## config.mk

```make
export PLATFORM = sky130hd
export DESIGN_NAME = ttt_game_ctrl
export DESIGN_NICKNAME = d
export VERILOG_FILES = /design/src/rtl/ttt_pkg.sv /design/src/rtl/ttt_line_check.sv /design/src/rtl/ttt_game_ctrl.sv
export SDC_FILE = /design/constraint.sdc
export NUM_CORES = 1
export LEC_CHECK = 0
export BUFFER_PORTS_ARGS = -buffer_cell sky130_fd_sc_hd__buf_2
export CAP_MARGIN = 20
export CORE_ASPECT_RATIO = 0.8
export CORE_MARGIN = 3
export CORE_UTILIZATION = 54
export DETAILED_ROUTE_END_ITERATION = 8
export PLACE_DENSITY = 0.74
export SLEW_MARGIN = 20
export SYNTH_ARGS = -nofsm -noshare
export SYNTH_HDL_FRONTEND = slang
export SYNTH_SLANG_ARGS = --single-unit
export TNS_END_PERCENT = 10
```

## constraint.sdc

```tcl
create_clock -name clk -period 3.35 [get_ports clk]
set_clock_uncertainty 0.1 [all_clocks]
set_input_delay 0.1675 -clock clk [delete_from_list [all_inputs] [get_ports clk]]
set_output_delay 0.1675 -clock clk [all_outputs]
set_load 0.1 [all_outputs]
```

## src/rtl/ttt_pkg.sv

```systemverilog
// ttt_pkg
// Shared definitions for the tic-tac-toe controller slice.
//   - Cell codes stored in the board registers and shown on pos1..pos9.
//   - Controller state encoding.
//   - Table of the eight winning lines as board-index triples.
//     Board indices are 0..8, row-major. Index 0 is pos1 and index 8 is pos9.
//   - Small helper that returns the opponent of a player code.
package ttt_pkg;

    localparam logic [1:0] CELL_EMPTY = 2'b00;
    localparam logic [1:0] CELL_X     = 2'b01;
    localparam logic [1:0] CELL_O     = 2'b10;

    typedef enum logic [2:0] {
        ST_X_TURN = 3'd0,
        ST_O_TURN = 3'd1,
        ST_CHECK  = 3'd2,
        ST_WIN    = 3'd3,
        ST_DRAW   = 3'd4
    } state_e;

    localparam int NUM_LINES = 8;

    typedef logic [3:0] cell_idx_t;

    // Three rows, then three columns, then the two diagonals.
    localparam cell_idx_t WIN_LINES [NUM_LINES][3] = '{
        '{4'd0, 4'd1, 4'd2},
        '{4'd3, 4'd4, 4'd5},
        '{4'd6, 4'd7, 4'd8},
        '{4'd0, 4'd3, 4'd6},
        '{4'd1, 4'd4, 4'd7},
        '{4'd2, 4'd5, 4'd8},
        '{4'd0, 4'd4, 4'd8},
        '{4'd2, 4'd4, 4'd6}
    };

    function automatic logic [1:0] otherPlayer(input logic [1:0] player);
        return (player == CELL_X) ? CELL_O : CELL_X;
    endfunction

endpackage

```

## src/rtl/ttt_line_check.sv

```systemverilog
// ttt_line_check
// Purely combinational check for three in a row on the board.
// Ports:
//   cells_i    in   9x2  board cells, index 0 = pos1, row-major
//   win_o      out  1    some line holds three equal non-empty cells
//   win_code_o out  2    cell code that owns the line, CELL_EMPTY when there is no win
module ttt_line_check
    import ttt_pkg::*;
(
    input  logic [8:0][1:0] cells_i,
    output logic            win_o,
    output logic [1:0]      win_code_o
);

    logic [1:0] cellA;
    logic [1:0] cellB;
    logic [1:0] cellC;

    // Walk the line table. Only one player can own a line on a legal board,
    // so reporting the first completed line is enough.
    always_comb begin
        win_o      = 1'b0;
        win_code_o = CELL_EMPTY;
        cellA      = CELL_EMPTY;
        cellB      = CELL_EMPTY;
        cellC      = CELL_EMPTY;
        for (int l = 0; l < NUM_LINES; l++) begin
            cellA = cells_i[WIN_LINES[l][0]];
            cellB = cells_i[WIN_LINES[l][1]];
            cellC = cells_i[WIN_LINES[l][2]];
            if (!win_o && (cellA != CELL_EMPTY) && (cellA == cellB) && (cellB == cellC)) begin
                win_o      = 1'b1;
                win_code_o = cellA;
            end
        end
    end

endmodule

```

## src/rtl/ttt_game_ctrl.sv

```systemverilog
// ttt_game_ctrl
// Tic-tac-toe sequencing controller. It owns the board registers and alternates
// X and O. It rejects illegal requests. After each accepted move it spends one
// CHECK cycle deciding between win, draw and the next turn. An idle player loses
// the turn after TIMEOUT_CYCLES cycles. Set TIMEOUT_CYCLES to 0 to disable this.
// Ports:
//   clk         in   1  system clock, rising edge
//   reset       in   1  synchronous active-high reset
//   new_game    in   1  pulse: clear the board and restart with X
//   move_valid  in   1  pulse: the current player requests move_pos
//   move_pos    in   4  requested cell 1..9, all other values are invalid
//   pos1..pos9  out  2  cell contents (00 empty, 01 X, 10 O)
//   turn        out  2  01 X to move, 10 O to move, 00 no move accepted
//   illegal     out  1  pulse: the last request was rejected
//   timeout     out  1  pulse: the turn was forfeited through inactivity
//   game_over   out  1  game is in WIN or DRAW
//   winner      out  2  winning player code, 00 otherwise
//   draw        out  1  board full with no line
module ttt_game_ctrl
    import ttt_pkg::*;
#(
    parameter int unsigned TIMEOUT_CYCLES = 50_000_000,
    parameter int unsigned CNT_W          = 26
)
(
    input  logic       clk,
    input  logic       reset,
    input  logic       new_game,
    input  logic       move_valid,
    input  logic [3:0] move_pos,
    output logic [1:0] pos1,
    output logic [1:0] pos2,
    output logic [1:0] pos3,
    output logic [1:0] pos4,
    output logic [1:0] pos5,
    output logic [1:0] pos6,
    output logic [1:0] pos7,
    output logic [1:0] pos8,
    output logic [1:0] pos9,
    output logic [1:0] turn,
    output logic       illegal,
    output logic       timeout,
    output logic       game_over,
    output logic [1:0] winner,
    output logic       draw
);

    localparam bit             TO_EN   = (TIMEOUT_CYCLES != 0);
    localparam logic [CNT_W-1:0] TO_LAST =
        CNT_W'((TIMEOUT_CYCLES == 0) ? 0 : TIMEOUT_CYCLES - 1);

    state_e           state_q,      state_d;
    logic [8:0][1:0]  cells_q,      cells_d;
    logic [1:0]       lastPlayer_q, lastPlayer_d;
    logic [CNT_W-1:0] cnt_q,        cnt_d;
    logic [1:0]       turn_q,       turn_d;
    logic             illegal_q,    illegal_d;
    logic             timeout_q,    timeout_d;
    logic             gameOver_q,   gameOver_d;
    logic [1:0]       winner_q,     winner_d;
    logic             draw_q,       draw_d;

    logic             lineWin;
    logic [1:0]       lineCode;
    logic             boardFull;
    logic             moveHit;
    logic [1:0]       moveCell;
    logic             moveOk;
    logic [1:0]       curPlayer;

    ttt_line_check u_line_check (
        .cells_i    (cells_q),
        .win_o      (lineWin),
        .win_code_o (lineCode)
    );

    // Full board is checked only in CHECK, after any line win has been ruled out.
    always_comb begin
        boardFull = 1'b1;
        for (int i = 0; i < 9; i++) begin
            boardFull = boardFull & (cells_q[i][1] | cells_q[i][0]);
        end
    end

    // Decode the requested cell without indexing out of range.
    // Positions 0 and 10..15 never match, so moveHit stays low for them.
    always_comb begin
        moveHit  = 1'b0;
        moveCell = CELL_EMPTY;
        for (int i = 0; i < 9; i++) begin
            if (move_pos == 4'(i + 1)) begin
                moveHit  = 1'b1;
                moveCell = cells_q[i];
            end
        end
        moveOk    = move_valid && moveHit && (moveCell == CELL_EMPTY);
        curPlayer = (state_q == ST_O_TURN) ? CELL_O : CELL_X;
    end

    // Next-state and registered-output logic. new_game overrides everything that
    // the current state decides, and reset overrides new_game in the register block.
    always_comb begin
        state_d      = state_q;
        cells_d      = cells_q;
        lastPlayer_d = lastPlayer_q;
        cnt_d        = cnt_q;
        illegal_d    = 1'b0;
        timeout_d    = 1'b0;
        winner_d     = winner_q;
        draw_d       = draw_q;

        unique case (state_q)
            ST_X_TURN, ST_O_TURN: begin
                if (moveOk) begin
                    for (int i = 0; i < 9; i++) begin
                        if (move_pos == 4'(i + 1)) begin
                            cells_d[i] = curPlayer;
                        end
                    end
                    lastPlayer_d = curPlayer;
                    state_d      = ST_CHECK;
                    cnt_d        = '0;
                end else begin
                    // A rejected request still lets the idle counter run.
                    illegal_d = move_valid;
                    if (TO_EN && (cnt_q == TO_LAST)) begin
                        state_d   = (state_q == ST_X_TURN) ? ST_O_TURN : ST_X_TURN;
                        timeout_d = 1'b1;
                        cnt_d     = '0;
                    end else if (TO_EN) begin
                        cnt_d = cnt_q + CNT_W'(1);
                    end
                end
            end
            ST_CHECK: begin
                // Requests here are dropped silently. The source retries them.
                cnt_d = '0;
                if (lineWin) begin
                    state_d  = ST_WIN;
                    winner_d = lastPlayer_q;
                end else if (boardFull) begin
                    state_d = ST_DRAW;
                    draw_d  = 1'b1;
                end else begin
                    state_d = (otherPlayer(lastPlayer_q) == CELL_O) ? ST_O_TURN : ST_X_TURN;
                end
            end
            ST_WIN, ST_DRAW: begin
                illegal_d = move_valid;
            end
            default: begin
                state_d = ST_X_TURN;
            end
        endcase

        if (new_game) begin
            state_d      = ST_X_TURN;
            cells_d      = '0;
            lastPlayer_d = CELL_EMPTY;
            cnt_d        = '0;
            illegal_d    = 1'b0;
            timeout_d    = 1'b0;
            winner_d     = CELL_EMPTY;
            draw_d       = 1'b0;
        end

        // Status outputs are registered copies of what the next state implies.
        unique case (state_d)
            ST_X_TURN: turn_d = CELL_X;
            ST_O_TURN: turn_d = CELL_O;
            default:   turn_d = CELL_EMPTY;
        endcase
        gameOver_d = (state_d == ST_WIN) || (state_d == ST_DRAW);
    end

    // State, board and status registers.
    always_ff @(posedge clk) begin
        if (reset) begin
            state_q      <= ST_X_TURN;
            cells_q      <= '0;
            lastPlayer_q <= CELL_EMPTY;
            cnt_q        <= '0;
            turn_q       <= CELL_X;
            illegal_q    <= 1'b0;
            timeout_q    <= 1'b0;
            gameOver_q   <= 1'b0;
            winner_q     <= CELL_EMPTY;
            draw_q       <= 1'b0;
        end else begin
            state_q      <= state_d;
            cells_q      <= cells_d;
            lastPlayer_q <= lastPlayer_d;
            cnt_q        <= cnt_d;
            turn_q       <= turn_d;
            illegal_q    <= illegal_d;
            timeout_q    <= timeout_d;
            gameOver_q   <= gameOver_d;
            winner_q     <= winner_d;
            draw_q       <= draw_d;
        end
    end

    assign pos1      = cells_q[0];
    assign pos2      = cells_q[1];
    assign pos3      = cells_q[2];
    assign pos4      = cells_q[3];
    assign pos5      = cells_q[4];
    assign pos6      = cells_q[5];
    assign pos7      = cells_q[6];
    assign pos8      = cells_q[7];
    assign pos9      = cells_q[8];
    assign turn      = turn_q;
    assign illegal   = illegal_q;
    assign timeout   = timeout_q;
    assign game_over = gameOver_q;
    assign winner    = winner_q;
    assign draw      = draw_q;

endmodule

```

==> qor.yml <==
cts_tree: "yes"
max_slew.worst_pin.slew_ns: 0.968
routed_wl_mm: 8.50
p_clk_share_pct: 44.0
ys.flop_type: "dfxtp_1"
drtIter0Drc: 339
area_growth_pct: 10.9
design_area_um2: 3530
peakVddDrop_uv: 205
cts-root-buf: "clkbuf_8"
seq_power_share_pct: 47.3
die_h_um: 74.7
hold_path_end: "lastPlayer_q[0]$_SDFFE_PP0P_"
ys_seq_area_share_pct: 35.8
path_clk_slew_ns: 0.07
rows: 24
p_comb_share_pct: 8.7
crit_arrival_ns: 2.96
setup_viol: 0
synth_top_area_share_pct: 35.8
antenna_found_initial: 0
relSlewSlack_pct: 35.4
grt_first_pass_wirelength_mm: 13.9
wl_per_cell_um: 16.6
clk_path_buf_depth: 2
p_per_area_nw_per_um2: 411
ys_top_cells_by_count: "dfxtp_1, nor2_1, nand2_1"
post_cts_resized: 0
synth_top_area_cell: "dfxtp_1"
synth_seq_cells: 57
initial_core_util_pct: 57.0
syn-cell-area_um2: 3190
grt_remaining_overflow: 0
dr.pass1.iters: 4
ys_warn_count: 0
end_kind: "flop"
via_per_inst: 6.37
num_vias: 3267
cp-start-kind: "flop"
design.portCount: 34
rr_worst_depth: 8
clkSinkCount: 57
grt.total_usage_pct: 25.3
rrSetupSlack_ns: 0.55
period_minus_slack_ns: 2.80
fmax_ghz: 0.357
p_switching_w: 0.000375
maxCapViolCount: 0
synth-async-reset-ratio_pct: 0
die-area_um2: 6860
grt_pass1_vias: 2760
drive_gt1_share_pct: 14.7
synth.distinct_cells: 57
post_cts_buffers: 0
r2r_end: "cnt_q[11]$_SDFFE_PP0P_"
syn_avg_cell_area_um2: 7.71
finalCritPeriodShare_pct: 83.6
maxSlewViolCount: 0
grt_max_degree: 50
holdCritStartpoint: "new_game"
outcome: "finished clean"
yosys-top-cells-area: "dfxtp_1, nor2_1, a31oi_1, nand3_1, a21oi_1"
synth_edf_count: 0
fp.coreArea_um2: 5590
clock_latency_ns: 0.33
die_w_um: 91.9
place.gp.congestion: 0.960
critPathRequiredTime_ns: 3.51
ctsHtreeMaxLevel: 3
rsz0062_at_grt: "false"
post_dp_cell_area_um2: 3340
antenna_left: 0
drc: 0
finalHoldViolCount: 0
worstHoldPathCells: 4
hold_path.class: "input pin to flop"
syn-num-nets: 422
p_int_w: 0.00108
numCtsBuffers: 9
dpl.hpwl_mm: 5.78
p_sw_share_pct: 25.8
power_w: 0.00145
syn_inst: 413
tns_ns: 0
crit_fanout: 22
holdBufCountCts: 0
fin_nets: 439
io_buffers: 33
final_util_pct: 63.3
worstSetupPathType: "flop to flop"
antenna_cells: 0
yosysMostFrequentCell: "dfxtp_1"
r2r_start: "pos5[0]$_SDFFE_PP0P_"
leakagePower_nw: 1.29
## layout make-up
cell class	instances	area, µm²
inverter	7	26.3
tap	78	97.6
clock buffer	10	138
sequential	57	1140
clock inverter	6	57.6
multi-input combinational	317	1870
timing repair buffer	38	203
fill	503	2050
## layout by cell type (no fill, tap or decap), types with 6 or more instances in the layout
cell type,n
or3_1,17
and3_1,12
a31oi_1,27
and2_1,8
nand4_1,6
inv_1,7
nor3_1,20
o22ai_1,6
dfxtp_1,57
o21ai_0,12
nand2_1,29
nor2_1,50
nand3_1,26
a21oi_1,25
clkbuf_8,10
buf_2,33
## power groups by stage
stage	Clock, W	Sequential (W)	Combinational [W]
2_1_floorplan	0	0.000715	0.0000882
3_3_place_gp	0	0.000701	0.000123
3_5_place_dp	0	0.000702	0.000124
4_1_cts	0.000642	0.000686	0.000125
5_1_grt	0.000675	0.000687	0.000137
6_report	0.000639	0.000686	0.000127
## worst max path at each step
stage | startpoint | end | cells past startpoint
floorplan | pos3[0]$_SDFFE_PP0P_ | cnt_q[23]$_SDFFE_PP0P_ | 8
global placement | pos5[0]$_SDFFE_PP0P_ | cnt_q[7]$_SDFFE_PP0P_ | 8
detailed placement | pos5[0]$_SDFFE_PP0P_ | cnt_q[8]$_SDFFE_PP0P_ | 8
CTS | pos5[0]$_SDFFE_PP0P_ | cnt_q[18]$_SDFFE_PP0P_ | 7
global route | pos5[0]$_SDFFE_PP0P_ | cnt_q[18]$_SDFFE_PP0P_ | 7
finish | pos5[0]$_SDFFE_PP0P_ | cnt_q[11]$_SDFFE_PP0P_ | 8
## worst max-delay path: stages, from the launching register on
cell and delay [ns]:
dfxtp_1 0.62, nor4b_1 0.12, o21a_1 0.20, nor3_1 0.32
o221ai_4 0.14, nor2_2 0.67, buf_4 0.29, nand3_1 0.09
a31oi_1 0.16
## flip-flops by register name (all words and copies together), names as in the netlist
signal and cells:
pos2 2, pos8 2, timeout 1, turn 2, game_over 1, pos6 2, draw 1, pos9 2
cnt_q 26, illegal 1, state_q 3, lastPlayer_q 2, pos7 2, pos1 2, pos5 2, winner 2
pos3 2, pos4 2
## metal layers
| metal | vias up | wire (µm) | track usage, % |
|---|---|---|---|
| met1 | 1517 | 4090 | 38.2 |
| met2 | 168 | 3470 | 35.3 |
| met4 | 0 | 76 | 6.92 |
| li1 | 1568 | - | - |
| met3 | 14 | 863 | 6.99 |
| met5 | - | 0 | 0 |
## stage by stage
stage	cells	setup slack [ns]	hold WS [ns]
4_1_cts	513	0.597	0.0333
5_1_grt	513	0.333	0.0487
6_report	513	0.548	0.0486
3_5_place_dp	497	0.611	0.359
3_3_place_gp	497	0.668	0.354
2_1_floorplan	413	0.443	0.230
## logic make-up (layout without fill, tap and decap cells)
kind of cell	count (synthesis)	in the layout	synth area share, %
AND/OR/NAND/NOR	206	206	34.2
AO/OA/AOI/OAI	106	106	22.9
flip-flops	57	57	35.8
buffers and inverters	39	61	5.46
multiplexers	3	3	0.943
adder cells (fa/ha/maj)	1	1	0.393
XOR/XNOR	1	1	0.275
No activity file was read; power rests on OpenSTA's default activity.
